[src/rtl/command_sequencer_pkg.sv]
// command_sequencer_pkg: opcodes, sequencer states and error-bit indices.
package command_sequencer_pkg;
    typedef enum logic [7:0] {
        OP_WRITE      = 8'h01,
        OP_READ       = 8'h02,
        OP_STREAM     = 8'h03,
        OP_BIND_READ  = 8'h04,
        OP_BIND_WRITE = 8'h05,
        OP_BIND_INTR  = 8'h06,
        OP_TRANSFER   = 8'h07,
        OP_REPEAT     = 8'h08
    } opcode_t;
    typedef enum logic [2:0] {IDLE, WR, RD, ST_WR, ST_RD} seq_state_t;
    localparam int ERR_TIMEOUT = 0;
    localparam int ERR_OVERRUN = 1;
    localparam int ERR_UNBOUND = 2;
endpackage

[src/rtl/command_sequencer_if.sv]
// command_sequencer_if: memory-mapped bus between the sequencer and the core.
interface command_sequencer_if #(
    parameter int ADDRESS_WIDTH = 24,
    parameter int VALUE_WIDTH = 32
);
    logic req;
    logic we;
    logic ack;
    logic [ADDRESS_WIDTH-1:0] addr;
    logic [VALUE_WIDTH-1:0] wdata;
    logic [VALUE_WIDTH-1:0] rdata;
    modport master(output req, we, addr, wdata, input ack, rdata);
    modport slave(input req, we, addr, wdata, output ack, rdata);
endinterface

[src/rtl/command_sequencer_ack_watchdog.sv]
// command_sequencer_ack_watchdog: counts request cycles, flags the last one before abort.
module command_sequencer_ack_watchdog #(
    parameter int ACK_TIMEOUT = 255
) (
    input  logic clk_i,
    input  logic rst_i,
    input  logic start_i,
    input  logic clear_i,
    output logic expired_o
);
    localparam int CW = $clog2(ACK_TIMEOUT + 1);
    logic [CW-1:0] cnt_q, cnt_d;
    always_comb cnt_d = (!start_i || clear_i) ? '0 : cnt_q + 1'b1;
    always_ff @(posedge clk_i or posedge rst_i)
        if (rst_i) cnt_q <= '0;
        else cnt_q <= cnt_d;
    assign expired_o = start_i && !clear_i && cnt_q == CW'(ACK_TIMEOUT - 1);
endmodule

[src/rtl/command_sequencer.sv]
// command_sequencer: executes decoded host commands as bus transactions.
module command_sequencer
    import command_sequencer_pkg::*;
#(
    parameter int INSTRUCTION_WIDTH = 8,
    parameter int ADDRESS_WIDTH = 24,
    parameter int VALUE_WIDTH = 32,
    parameter int ACK_TIMEOUT = 255
) (
    input  logic clk_i,
    input  logic rst_i,
    input  logic cmd_valid_i,
    input  logic [INSTRUCTION_WIDTH-1:0] instruction_i,
    input  logic [ADDRESS_WIDTH-1:0] address_i,
    input  logic [VALUE_WIDTH-1:0] value_i,
    output logic cmd_ready_o,
    command_sequencer_if.master mem,
    output logic [VALUE_WIDTH-1:0] result_o,
    output logic [VALUE_WIDTH-1:0] stream_o,
    output logic [ADDRESS_WIDTH-1:0] intr_addr_o,
    output logic intr_en_o,
    input  logic err_clr_i,
    output logic [2:0] err_o
);
    seq_state_t state_q, state_d;
    logic req_q, req_d, we_q, we_d, rd_ok_q, rd_ok_d, wr_ok_q, wr_ok_d, intr_en_q, intr_en_d, expired;
    logic [ADDRESS_WIDTH-1:0] addr_q, addr_d, st_addr_q, st_addr_d, bind_rd_q, bind_rd_d;
    logic [ADDRESS_WIDTH-1:0] bind_wr_q, bind_wr_d, intr_addr_q, intr_addr_d;
    logic [VALUE_WIDTH-1:0] wdata_q, wdata_d, result_q, result_d, stream_q, stream_d;
    logic [2:0] err_q, err_d;
    logic [7:0] op;
    assign op = 8'(instruction_i);
    command_sequencer_ack_watchdog #(.ACK_TIMEOUT(ACK_TIMEOUT)) u_wd (
        .clk_i(clk_i), .rst_i(rst_i), .start_i(req_q), .clear_i(mem.ack), .expired_o(expired)
    );
    always_comb begin
        state_d = state_q;
        req_d = req_q;
        we_d = we_q;
        addr_d = addr_q;
        wdata_d = wdata_q;
        st_addr_d = st_addr_q;
        result_d = result_q;
        stream_d = stream_q;
        bind_rd_d = bind_rd_q;
        bind_wr_d = bind_wr_q;
        rd_ok_d = rd_ok_q;
        wr_ok_d = wr_ok_q;
        intr_addr_d = intr_addr_q;
        intr_en_d = intr_en_q;
        err_d = err_clr_i ? '0 : err_q;
        if (cmd_valid_i && state_q != IDLE) err_d[ERR_OVERRUN] = 1'b1;
        if (state_q == IDLE) begin
            if (cmd_valid_i) begin
                case (op)
                    OP_WRITE: begin
                        state_d = WR;
                        req_d = 1'b1;
                        we_d = 1'b1;
                        addr_d = address_i;
                        wdata_d = value_i;
                    end
                    OP_READ: begin
                        state_d = RD;
                        req_d = 1'b1;
                        we_d = 1'b0;
                        addr_d = address_i;
                    end
                    OP_STREAM: begin
                        // read-back address is captured now so a later rebind cannot redirect it
                        if (rd_ok_q && wr_ok_q) begin
                            state_d = ST_WR;
                            req_d = 1'b1;
                            we_d = 1'b1;
                            addr_d = bind_wr_q;
                            wdata_d = value_i;
                            st_addr_d = bind_rd_q;
                        end else begin
                            err_d[ERR_UNBOUND] = 1'b1;
                        end
                    end
                    OP_BIND_READ: begin
                        bind_rd_d = address_i;
                        rd_ok_d = 1'b1;
                    end
                    OP_BIND_WRITE: begin
                        bind_wr_d = address_i;
                        wr_ok_d = 1'b1;
                    end
                    OP_BIND_INTR: begin
                        intr_addr_d = address_i;
                        intr_en_d = 1'b1;
                    end
                    default: ;
                endcase
            end
        end else if (!req_q) begin
            req_d = 1'b1;
        end else if (mem.ack) begin
            req_d = 1'b0;
            state_d = (state_q == ST_WR) ? ST_RD : IDLE;
            result_d = (state_q == RD) ? mem.rdata : result_q;
            stream_d = (state_q == ST_RD) ? mem.rdata : stream_q;
            we_d = (state_q == ST_WR) ? 1'b0 : we_q;
            addr_d = (state_q == ST_WR) ? st_addr_q : addr_q;
        end else if (expired) begin
            req_d = 1'b0;
            state_d = IDLE;
            err_d[ERR_TIMEOUT] = 1'b1;
        end
    end
    always_ff @(posedge clk_i or posedge rst_i) begin
        if (rst_i) begin
            state_q <= IDLE;
            req_q <= 1'b0;
            we_q <= 1'b0;
            addr_q <= '0;
            wdata_q <= '0;
            st_addr_q <= '0;
            result_q <= '0;
            stream_q <= '0;
            bind_rd_q <= '0;
            bind_wr_q <= '0;
            rd_ok_q <= 1'b0;
            wr_ok_q <= 1'b0;
            intr_addr_q <= '0;
            intr_en_q <= 1'b0;
            err_q <= '0;
        end else begin
            state_q <= state_d;
            req_q <= req_d;
            we_q <= we_d;
            addr_q <= addr_d;
            wdata_q <= wdata_d;
            st_addr_q <= st_addr_d;
            result_q <= result_d;
            stream_q <= stream_d;
            bind_rd_q <= bind_rd_d;
            bind_wr_q <= bind_wr_d;
            rd_ok_q <= rd_ok_d;
            wr_ok_q <= wr_ok_d;
            intr_addr_q <= intr_addr_d;
            intr_en_q <= intr_en_d;
            err_q <= err_d;
        end
    end
    assign cmd_ready_o = state_q == IDLE;
    assign mem.req = req_q;
    assign mem.we = we_q;
    assign mem.addr = addr_q;
    assign mem.wdata = wdata_q;
    assign result_o = result_q;
    assign stream_o = stream_q;
    assign intr_addr_o = intr_addr_q;
    assign intr_en_o = intr_en_q;
    assign err_o = err_q;
endmodule
[src/flat_wrapper.sv]
// flat-port wrapper written by rule: the top's interface ports become plain ports
module command_sequencer_flat import command_sequencer_pkg::*;
#(
    parameter int INSTRUCTION_WIDTH = 8,
    parameter int ADDRESS_WIDTH = 24,
    parameter int VALUE_WIDTH = 32,
    parameter int ACK_TIMEOUT = 255
)
  (clk_i, rst_i, cmd_valid_i, instruction_i, address_i, value_i, cmd_ready_o, result_o, stream_o, intr_addr_o, intr_en_o, err_clr_i, err_o, mem_req, mem_we, mem_addr, mem_wdata, mem_ack, mem_rdata);
  command_sequencer_if #(.ADDRESS_WIDTH(ADDRESS_WIDTH), .VALUE_WIDTH(VALUE_WIDTH)) mem_i ();
  input  logic clk_i;
  input  logic rst_i;
  input  logic cmd_valid_i;
  input  logic [INSTRUCTION_WIDTH-1:0] instruction_i;
  input  logic [ADDRESS_WIDTH-1:0] address_i;
  input  logic [VALUE_WIDTH-1:0] value_i;
  output logic cmd_ready_o;
  output logic [VALUE_WIDTH-1:0] result_o;
  output logic [VALUE_WIDTH-1:0] stream_o;
  output logic [ADDRESS_WIDTH-1:0] intr_addr_o;
  output logic intr_en_o;
  input  logic err_clr_i;
  output logic [2:0] err_o;
  output wire logic [$bits(mem_i.req)-1:0] mem_req;
  output wire logic [$bits(mem_i.we)-1:0] mem_we;
  output wire logic [$bits(mem_i.addr)-1:0] mem_addr;
  output wire logic [$bits(mem_i.wdata)-1:0] mem_wdata;
  input wire logic [$bits(mem_i.ack)-1:0] mem_ack;
  input wire logic [$bits(mem_i.rdata)-1:0] mem_rdata;
  assign mem_req = mem_i.req;
  assign mem_we = mem_i.we;
  assign mem_addr = mem_i.addr;
  assign mem_wdata = mem_i.wdata;
  assign mem_i.ack = mem_ack;
  assign mem_i.rdata = mem_rdata;
  command_sequencer #(.INSTRUCTION_WIDTH(INSTRUCTION_WIDTH), .ADDRESS_WIDTH(ADDRESS_WIDTH), .VALUE_WIDTH(VALUE_WIDTH), .ACK_TIMEOUT(ACK_TIMEOUT)) u_core (.clk_i(clk_i), .rst_i(rst_i), .cmd_valid_i(cmd_valid_i), .instruction_i(instruction_i), .address_i(address_i), .value_i(value_i), .cmd_ready_o(cmd_ready_o), .mem(mem_i), .result_o(result_o), .stream_o(stream_o), .intr_addr_o(intr_addr_o), .intr_en_o(intr_en_o), .err_clr_i(err_clr_i), .err_o(err_o));
endmodule
[config.mk]
export PLATFORM = sky130hd
export DESIGN_NAME = command_sequencer_flat
export DESIGN_NICKNAME = d
export VERILOG_FILES = /design/src/rtl/command_sequencer_pkg.sv /design/src/rtl/command_sequencer_if.sv /design/src/rtl/command_sequencer_ack_watchdog.sv /design/src/rtl/command_sequencer.sv /design/src/flat_wrapper.sv
export SDC_FILE = /design/constraint.sdc
export NUM_CORES = 1
export LEC_CHECK = 0
export CAP_MARGIN = 20
export CORE_MARGIN = 1
export CORE_UTILIZATION = 52
export CTS_BUF_LIST = sky130_fd_sc_hd__clkbuf_4 sky130_fd_sc_hd__clkbuf_8 sky130_fd_sc_hd__clkbuf_16
export CTS_CLUSTER_DIAMETER = 100
export DETAILED_ROUTE_END_ITERATION = 12
export PLACE_DENSITY = 0.92
export RECOVER_POWER = 50
export SLEW_MARGIN = 20
export SYNTH_ARGS = -nofsm -noshare
export SYNTH_HDL_FRONTEND = slang
export SYNTH_HIERARCHICAL = 1
export SYNTH_SLANG_ARGS = --single-unit
[constraint.sdc]
create_clock -name clk_i -period 14.2 [get_ports clk_i]
set_clock_uncertainty 0.15 [all_clocks]
set_input_delay 2.84 -clock clk_i [delete_from_list [all_inputs] [get_ports clk_i]]
set_output_delay 2.84 -clock clk_i [all_outputs]
set_load 0.05 [all_outputs]
* After elaboration in Yosys (flattened, before gate mapping)
Index checks and enable logic that the tools add are counted.
Cells by class: add/subtract/negate cells 1, equal/unequal tests 15, multiplexer cells 41, bitwise logic cells 1, reductions and logical operators 27
Operators with widths (number):
- 24-bit two-way mux | 6
- 32-bit case mux with 2 select lines | 1
- 24-bit case mux with 2 select lines | 1
- 32-bit two-way mux | 1
- 8-bit by 3-bit == test with 1-bit output, second input constant | 3
- 3-bit two-way mux | 8
- 1-bit two-way mux | 20
- 8-bit by 2-bit == test with 1-bit output, second input constant | 2
- 4-bit AND reduction | 4
- 3-bit AND reduction | 4
- 6-bit AND reduction | 2
- 2-bit nonzero test | 5
- 3-bit case mux with 3 select lines | 1
- 8-bit by 1-bit adder with 8-bit output, second input constant | 1
- 8-bit by 1-bit == test with 1-bit output, second input constant | 1
- 8-bit == test, second input constant | 1
- 8-bit two-way mux | 1
- 3-bit by 2-bit == test with 1-bit output, second input constant | 2
- 3-bit by 2-bit != test with 1-bit output, second input constant | 2
- 3-bit nonzero test | 2
- 5-bit AND reduction | 1
- 1-bit logical AND | 4
- 4-bit by 1-bit != test with 1-bit output, second input constant | 1
- 3-bit == test, second input constant | 1
- 9 further kinds | 10
Word-level totals: flip-flop bits (word level) 235, bits of input ports 101, word-level logic and storage cells 102

* Longest topological paths before layout
Gate-level depths: netlist of the first run.
word-level depth 7, mapped depth 9, depth with buffers taken out 7

* Cells and area by module
Netlist of the first run, hierarchy kept.
By module, submodules not included:
- command_sequencer | times used 1, cells each 624, area each 9130.0 um2, sequential area each 5680.4 um2
- command_sequencer_ack_watchdog | times used 1, cells each 41, area each 390.4 um2, sequential area each 200.2 um2

* Least setup slack after synthesis of the first run
No wires, ideal clock.
path kind input to register, start input instruction_i[5], end register u_core.we_q (netlist: u_core/mem.we), setup time 128 ps, arrival time 4452 ps, setup slack 9471 ps, stages on the path 7, cells stage by stage nor4_2 -> and2_1 -> a31oi_1 -> a211o_1 -> buf_2 -> buf_2 -> mux2_1
Between the ends: word-level cells in the longest chain between the ends 4
Ends and longest elaborated chain:
- from (decl) | RTL line flat_wrapper.sv:14 | input logic [INSTRUCTION_WIDTH-1:0] instruction_i;
- 8-bit by 2-bit == test with 1-bit output or 8-bit by 1-bit == test with 1-bit output (tied branches) | RTL line command_sequencer.sv:55 | case (op)
- 1-bit case mux with 3 select lines | RTL line command_sequencer.sv:55
- 1-bit two-way mux | RTL line command_sequencer.sv:54 | if (cmd_valid_i) begin
- 1-bit two-way mux | RTL line command_sequencer.sv:53 | if (state_q == IDLE) begin
- to (signal assigned) | RTL line command_sequencer.sv:132 | we_q <= we_d;
- to (decl) | RTL line command_sequencer.sv:26 | logic req_q, req_d, we_q, we_d, rd_ok_q, rd_ok_d, wr_ok_q, wr_ok_d, intr_en_q, intr_en_d, expired;
Parallel ways exist; a longest one is shown, timed or not. The select of a mux whose other input is x is not followed. A chain may end at the register's enable or synchronous reset.

==> results.json, run 1 <==
{
  "cp_top_family": "buffers and inverters",
  "cts-buffers-inserted": 24,
  "setup.reg_to_reg.worst_slack_ns": 10.83,
  "ir_drop_mv": 0.133,
  "worst_path_max_delay_cell": "clkbuf_1",
  "hp-class": "register to register",
  "synth-async-reset-ratio_pct": 100,
  "cts_setup_buffers": 0,
  "timing.critical_path.to_type": "asynchronous set/reset pin",
  "wire_length_of_the_first_global_routing_pass_microns": 34600,
  "worstPathArrival_ns": 7.68,
  "cts_root_buffer": "clkbuf_16",
  "clk_transition_reported_paths_ns": 0.06,
  "place.gp.congestion": 0.780,
  "placeableCoreArea_sq_um": 18000,
  "holdPathStages": 1,
  "nFillCells": 1155,
  "cts_max_level": 1,
  "path_depth": 3,
  "std_cell_rows": 49,
  "clock_latency_ns": 0.50,
  "cts_hold_repair.buffers": 0,
  "ys_seq_elements": 235,
  "synth_flop_cell": "dfrtp_1",
  "drv.max_cap_violation_count": 4,
  "nets": 1018,
  "synth_seq_area_share_pct": 61.8,
  "ctsLongestPathBuffers": 3,
  "synth_area_sq_um": 9520,
  "cts_resized": 0,
  "worst_slew_pin_slew_ns": 4.32,
  "maxSlewViolCount": 191,
  "drt_first_iter_violations": 270,
  "synth.lib_cells_used.distinct": 43,
  "cp_num_buf_inv": 3,
  "remaining_drc_errors": 0,
  "synth-xor-area-share_pct": 0.276,
  "post_synthesis_to_final_layout_area_growth_pct": 37.5,
  "synthMuxAreaShare_pct": 26.7,
  "avgRoutedWirePerCell_microns": 19.0,
  "first_global_vias": 6543,
  "synthCells": 665,
  "final_util_pct": 72.9,
  "synth_most_common_cell": "dfrtp_1",
  "pin_count_of_the_biggest_net_entering_global_routing": 146,
  "slew-limit-headroom_pct": -188,
  "synth_top_area_share_pct": 61.8,
  "starting_density_of_the_core_pct": 53.0,
  "number_of_antenna_violations_at_the_first_check_in_global_routing": 2,
  "cells_taking_the_most_area_after_synthesis": "dfrtp_1 62%, mux2_2 21%, mux2_4 3.0%, mux2_1 2.6%, nand2_1 2.3%",
  "grt_setup_unrepaired": "no",
  "synth_area_in_compound_gates_pct": 2.71,
  "syn-mean-instance-area_sq_um": 14.3,
  "cp.required_ns": 13.65,
  "synth_edf_count": 0,
  "syn_nets": 768,
  "synthSimpleGateAreaFrac_pct": 6.35,
  "synth_top_cell_by_area": "dfrtp_1",
  "hpwl_microns": 14400,
  "crit_fanout": 83,
  "ys.warnings.count": 6,
  "r2r_cells": 6,
  "critical-path-max-stage-delay_ns": 3.10,
  "finalCriticalPeriod_ns": 8.24,
  "dominant_combinational_cell_family_by_area_after_synthesis": "multiplexers",
  "hold_viol": 0,
  "achievable-frequency_mhz": 121,
  "die_height_microns": 137,
  "setup-violations-final": 0,
  "router_iterations_before_antenna_repair": 4,
  "detailroute.via_count": 6222,
  "tritoncts": "done",
  "ys_top_cells_by_count": "235 x dfrtp_1, 178 x mux2_2, 58 x nand2_1",
  "r2r_start": "u_core/state_q[2]",
  "hold_path_end": "u_core/intr_en_o",
  "ioPinCount": 252,
  "finalSetupTns_ns": 0,
  "worst_hold_startpoint": "u_core/intr_en_o",
  "detail-route-antenna-nets": 0,
  "placement.io_buffers": 251,
  "power_density_nw_per_um2": 154,
  "setup.worst_path.class": "input pin to asynchronous set/reset pin",
  "share_of_the_clock_period_used_by_the_worst_path_after_layout_pct": 58.0,
  "grt.overflow.total": 0,
  "drive_gt1_share_pct": 27.4,
  "detail_route.vias_per_cell": 5.35,
  "p_leak_nw": 6.28,
  "r2r_end": "u_core/bind_rd_q[17]",
  "violations": "capacitance limit, slew limit",
  "die-area_sq_um": 18900,
  "die_x_microns": 137,
  "cts_sinks": 235,
  "share_of_synthesized_cell_area_in_full_adder_half_adder_and_majority_cells_pct": 0.263,
  "crit_path_start_kind": "input pin",
  "route.final.wire_length_microns": 22100,
  "run_status": "finished, violations left",
  "grt_util_all_layers_pct": 23.9,
  "crit_path_cell_trace": "dlygate4sd3_1 -> clkinvlp_2 -> clkbuf_1"
}
-- routing by layer --
metal,routed length (microns),up-vias,GRT usage [%]
li1,-,2836,-
met1,9030,3160,30.6
met2,11000,175,39.6
met3,1340,49,5.67
met4,756,2,8.85
met5,12,-,0
-- cells by family after synthesis --
kind of cell	Yosys count
flip-flops	235
multiplexers	219
AND/OR/NAND/NOR	123
buffers and inverters	42
AO/OA/AOI/OAI	41
XOR/XNOR	3
adder cells (fa/ha/maj)	2
-- state kept, by name, summed over array words and instances, names as in the netlist --
name / count
u_core/mem.wdata: 32
u_core/result_o: 32
u_core/stream_o: 32
u_core/bind_rd_q: 24
u_core/bind_wr_q: 24
u_core/intr_addr_o: 24
u_core/mem.addr: 24
u_core/st_addr_q: 24
u_core/u_wd/cnt_q: 8
u_core/err_o: 3
u_core/state_q: 3
u_core/intr_en_o: 1
u_core/mem.req: 1
u_core/mem.we: 1
u_core/rd_ok_q: 1
u_core/wr_ok_q: 1
-- worst max path at each step --
stage	startpoint	endpoint	slack [ns]
final	rst_i	u_core/stream_o[24]	5.96
after global routing	rst_i	u_core/mem.wdata[24]	4.75
after CTS	u_core/state_q[2]	cmd_ready_o	8.22
after detailed placement	instruction_i[5]	u_core/bind_rd_q[5]	8.47
after global placement	instruction_i[5]	u_core/mem.we	8.48
after floorplan	rst_i	u_core/bind_rd_q[0]	4.99
-- placed cells by master (no fill, tap or decap), drive strengths merged, types with 2 or more instances in the layout --
master         instances
mux2                 219
bufinv                 3
nand2                 59
nand3                  6
buf                    3
a31oi                 25
dlygate4sd3            3
clkbuf                41
nor4b                  2
ha                     2
clkinv                 3
nand2b                 5
dfrtp                235
inv                    7
and2                   2
xor2                   2
nand4                  3
nor2b                  2
nor2                  31
clkdlybuf4s50        248
or3                    4
o21ai                  6
a21oi                  4
-- report_power, final --
group / switching, W / total (W) / internal (W)
Combinational: 0.000355 / 0.000568 / 0.000213
Clock: 0.000248 / 0.000671 / 0.000424
Sequential: 0.0000432 / 0.000784 / 0.000740
Total: 0.000645 / 0.00202 / 0.00138
-- layout make-up --
cell class,instances,area (sq um),share of cell area [%]
diodes,1,2.50,0.0191
clock buffers,38,767,5.86
clock inverters,5,100,0.764
inverters,9,36.3,0.277
multi-input cells,388,3460,26.4
flip-flops and latches,235,5880,44.9
well taps,229,287,2.19
repair buffers,257,2570,19.6
-- through the flow --
| stage | cells | total power [W] | worst slack [ns] | hold WS, ns | area [sq um] |
|---|---|---|---|---|---|
| 3_3_place_gp | 1117 | 0.00135 | 8.48 | 0.300 | 12200 |
| 4_1_cts | 1160 | 0.00204 | 8.22 | 0.326 | 13100 |
| 6_report | 1162 | 0.00202 | 5.96 | 0.323 | 13100 |
| 2_1_floorplan | 665 | 0.00116 | 4.99 | 0.306 | 9520 |
| 5_1_grt | 1162 | 0.00211 | 4.75 | 0.352 | 13100 |
| 3_5_place_dp | 1117 | 0.00136 | 8.47 | 0.307 | 12200 |
Power figures use the tool's default switching activity.
==> run 2: changes to the inputs <==
- CORE_UTILIZATION: 52 -> 49
- PLACE_DENSITY: 0.92 -> 0.88
- clock period: 14.2 -> 8.3 ns (I/O delays scaled with it)
==> results.json, run 2 (synthesis gave the netlist of run 1 again) <==
{
  "achievable-frequency_mhz": 178,
  "detailroute.via_count": 6261,
  "final_util_pct": 69.2,
  "setup-violations-final": 0,
  "remaining_drc_errors": 0,
  "nFillCells": 1360,
  "hold_viol": 0,
  "crit_path_start_kind": "input pin",
  "detail-route-antenna-nets": 0,
  "grt.overflow.total": 0,
  "placed_cells": 1150,
  "avgRoutedWirePerCell_microns": 18.3,
  "final_common_cell": "dfrtp_1",
  "placeableCoreArea_sq_um": 18900,
  "setup.worst_path.class": "input pin to asynchronous set/reset pin",
  "layout.cells.most_common_list": "235 x dfrtp_1, 180 x clkdlybuf4s50_1, 177 x mux2_2",
  "maxSlewViolCount": 175,
  "power_density_nw_per_um2": 260,
  "p_leak_nw": 6.47,
  "placement.io_buffers": 251,
  "ioPinCount": 252,
  "share_of_the_clock_period_used_by_the_worst_path_after_layout_pct": 67.6,
  "final.setup.worst_slack_ns": 2.69,
  "place.gp.congestion": 0.808,
  "num_antenna_cells": 0,
  "drive_gt1_share_pct": 27.3,
  "worst_slew_pin_slew_ns": 4.66,
  "cts_max_level": 1,
  "hpwl_microns": 14600,
  "r2r_start": "u_core/state_q[2]",
  "first_global_vias": 6552,
  "detail_route.vias_per_cell": 5.26,
  "die_x_microns": 141,
  "crit_fanout": 108,
  "post_synthesis_to_final_layout_area_growth_pct": 37.3,
  "slew-limit-headroom_pct": -213,
  "timing.critical_path.to_type": "asynchronous set/reset pin",
  "final_cells": 1191,
  "power_w": 0.00340,
  "die_height_microns": 141,
  "finalSetupTns_ns": 0,
  "wire_length_of_the_first_global_routing_pass_microns": 35000,
  "cts_setup_buffers": 0,
  "run_status": "finished, violations left",
  "setup.reg_to_reg.worst_slack_ns": 4.89,
  "starting_density_of_the_core_pct": 50.4,
  "cts_root_buffer": "clkbuf_16",
  "drv.max_cap_violation_count": 3,
  "drt_first_iter_violations": 292,
  "area_of_combinational_cells_with_multiple_inputs_sq_um": 3460,
  "crit_start": "rst_i",
  "hp-class": "register to register",
  "router_iterations_before_antenna_repair": 4,
  "violations": "capacitance limit, slew limit",
  "cts-buffers-inserted": 25,
  "ir_drop_mv": 0.205,
  "number_of_antenna_violations_at_the_first_check_in_global_routing": 2,
  "worst_hold_startpoint": "u_core/intr_en_o",
  "route.final.wire_length_microns": 21900,
  "cts_hold_repair.buffers": 0,
  "worstPathArrival_ns": 5.97,
  "pre_cts_slack_ns": 3.74,
  "pin_count_of_the_biggest_net_entering_global_routing": 109,
  "clk_transition_reported_paths_ns": 0.05,
  "cp.required_ns": 8.66,
  "clock_latency_ns": 0.50,
  "grt_setup_unrepaired": "no",
  "die-area_sq_um": 20000,
  "nets": 1020,
  "grt_util_all_layers_pct": 22.4,
  "cts_resized": 0,
  "ctsLongestPathBuffers": 3,
  "std_cell_rows": 50,
  "seq_area_sq_um": 5880,
  "tritoncts": "done",
  "cts_sinks": 235,
  "finalCriticalPeriod_ns": 5.61
}
-- run 2: cell types whose count changed in the layout (fill, tap and decap cells not counted), sizes merged, moves of 2 or more --
cell,change
dlygate4sd3,+68
clkbuf,-4
clkdlybuf4s50,-68
buf,+2
-- run 2: per-layer routing --
metal | share of wire (%) | track usage [%]
met5 | 0.10 | 0
met4 | 2.8 | 7.47
met3 | 6.9 | 5.67
met2 | 50 | 37.4
met1 | 41 | 28.7
-- run 2: area by class of cell --
class	instances	share of cell area, %
clock buffers	35	5.55
clock inverters	6	0.661
inverters	9	0.278
multi-input cells	388	26.4
flip-flops and latches	235	45.0
well taps	260	2.49
repair buffers	258	19.6
-- run 2: critical path, cell delays in order --
cell,delay [ns]
dlygate4sd3_1,0.56
clkinvlp_2,2.60
buf_4,1.03
-- run 2: final timing paths --
path,end,cells past startpoint
max,u_core/result_o[20],3
min,u_core/intr_en_o,1
max reg2reg,u_core/bind_rd_q[4],6
min reg2reg,u_core/intr_en_o,1
max in group clk_i,cmd_ready_o,3
min in group asynchronous,u_core/u_wd/cnt_q[5],2
-- run 2: stage by stage --
| step | hold WS, ns | instance area [sq um] |
|---|---|---|
| 2_1_floorplan | 0.306 | 9520 |
| 3_3_place_gp | 0.303 | 12300 |
| 3_5_place_dp | 0.316 | 12300 |
| 4_1_cts | 0.334 | 13100 |
| 5_1_grt | 0.347 | 13100 |
| 6_report | 0.331 | 13100 |
-- run 2: report_power, final --
group	internal, W	total (W)	switching, W
Combinational	0.000352	0.000960	0.000608
Sequential	0.00127	0.00134	0.0000749
Clock	0.000668	0.00110	0.000428
Total	0.00229	0.00340	0.00111
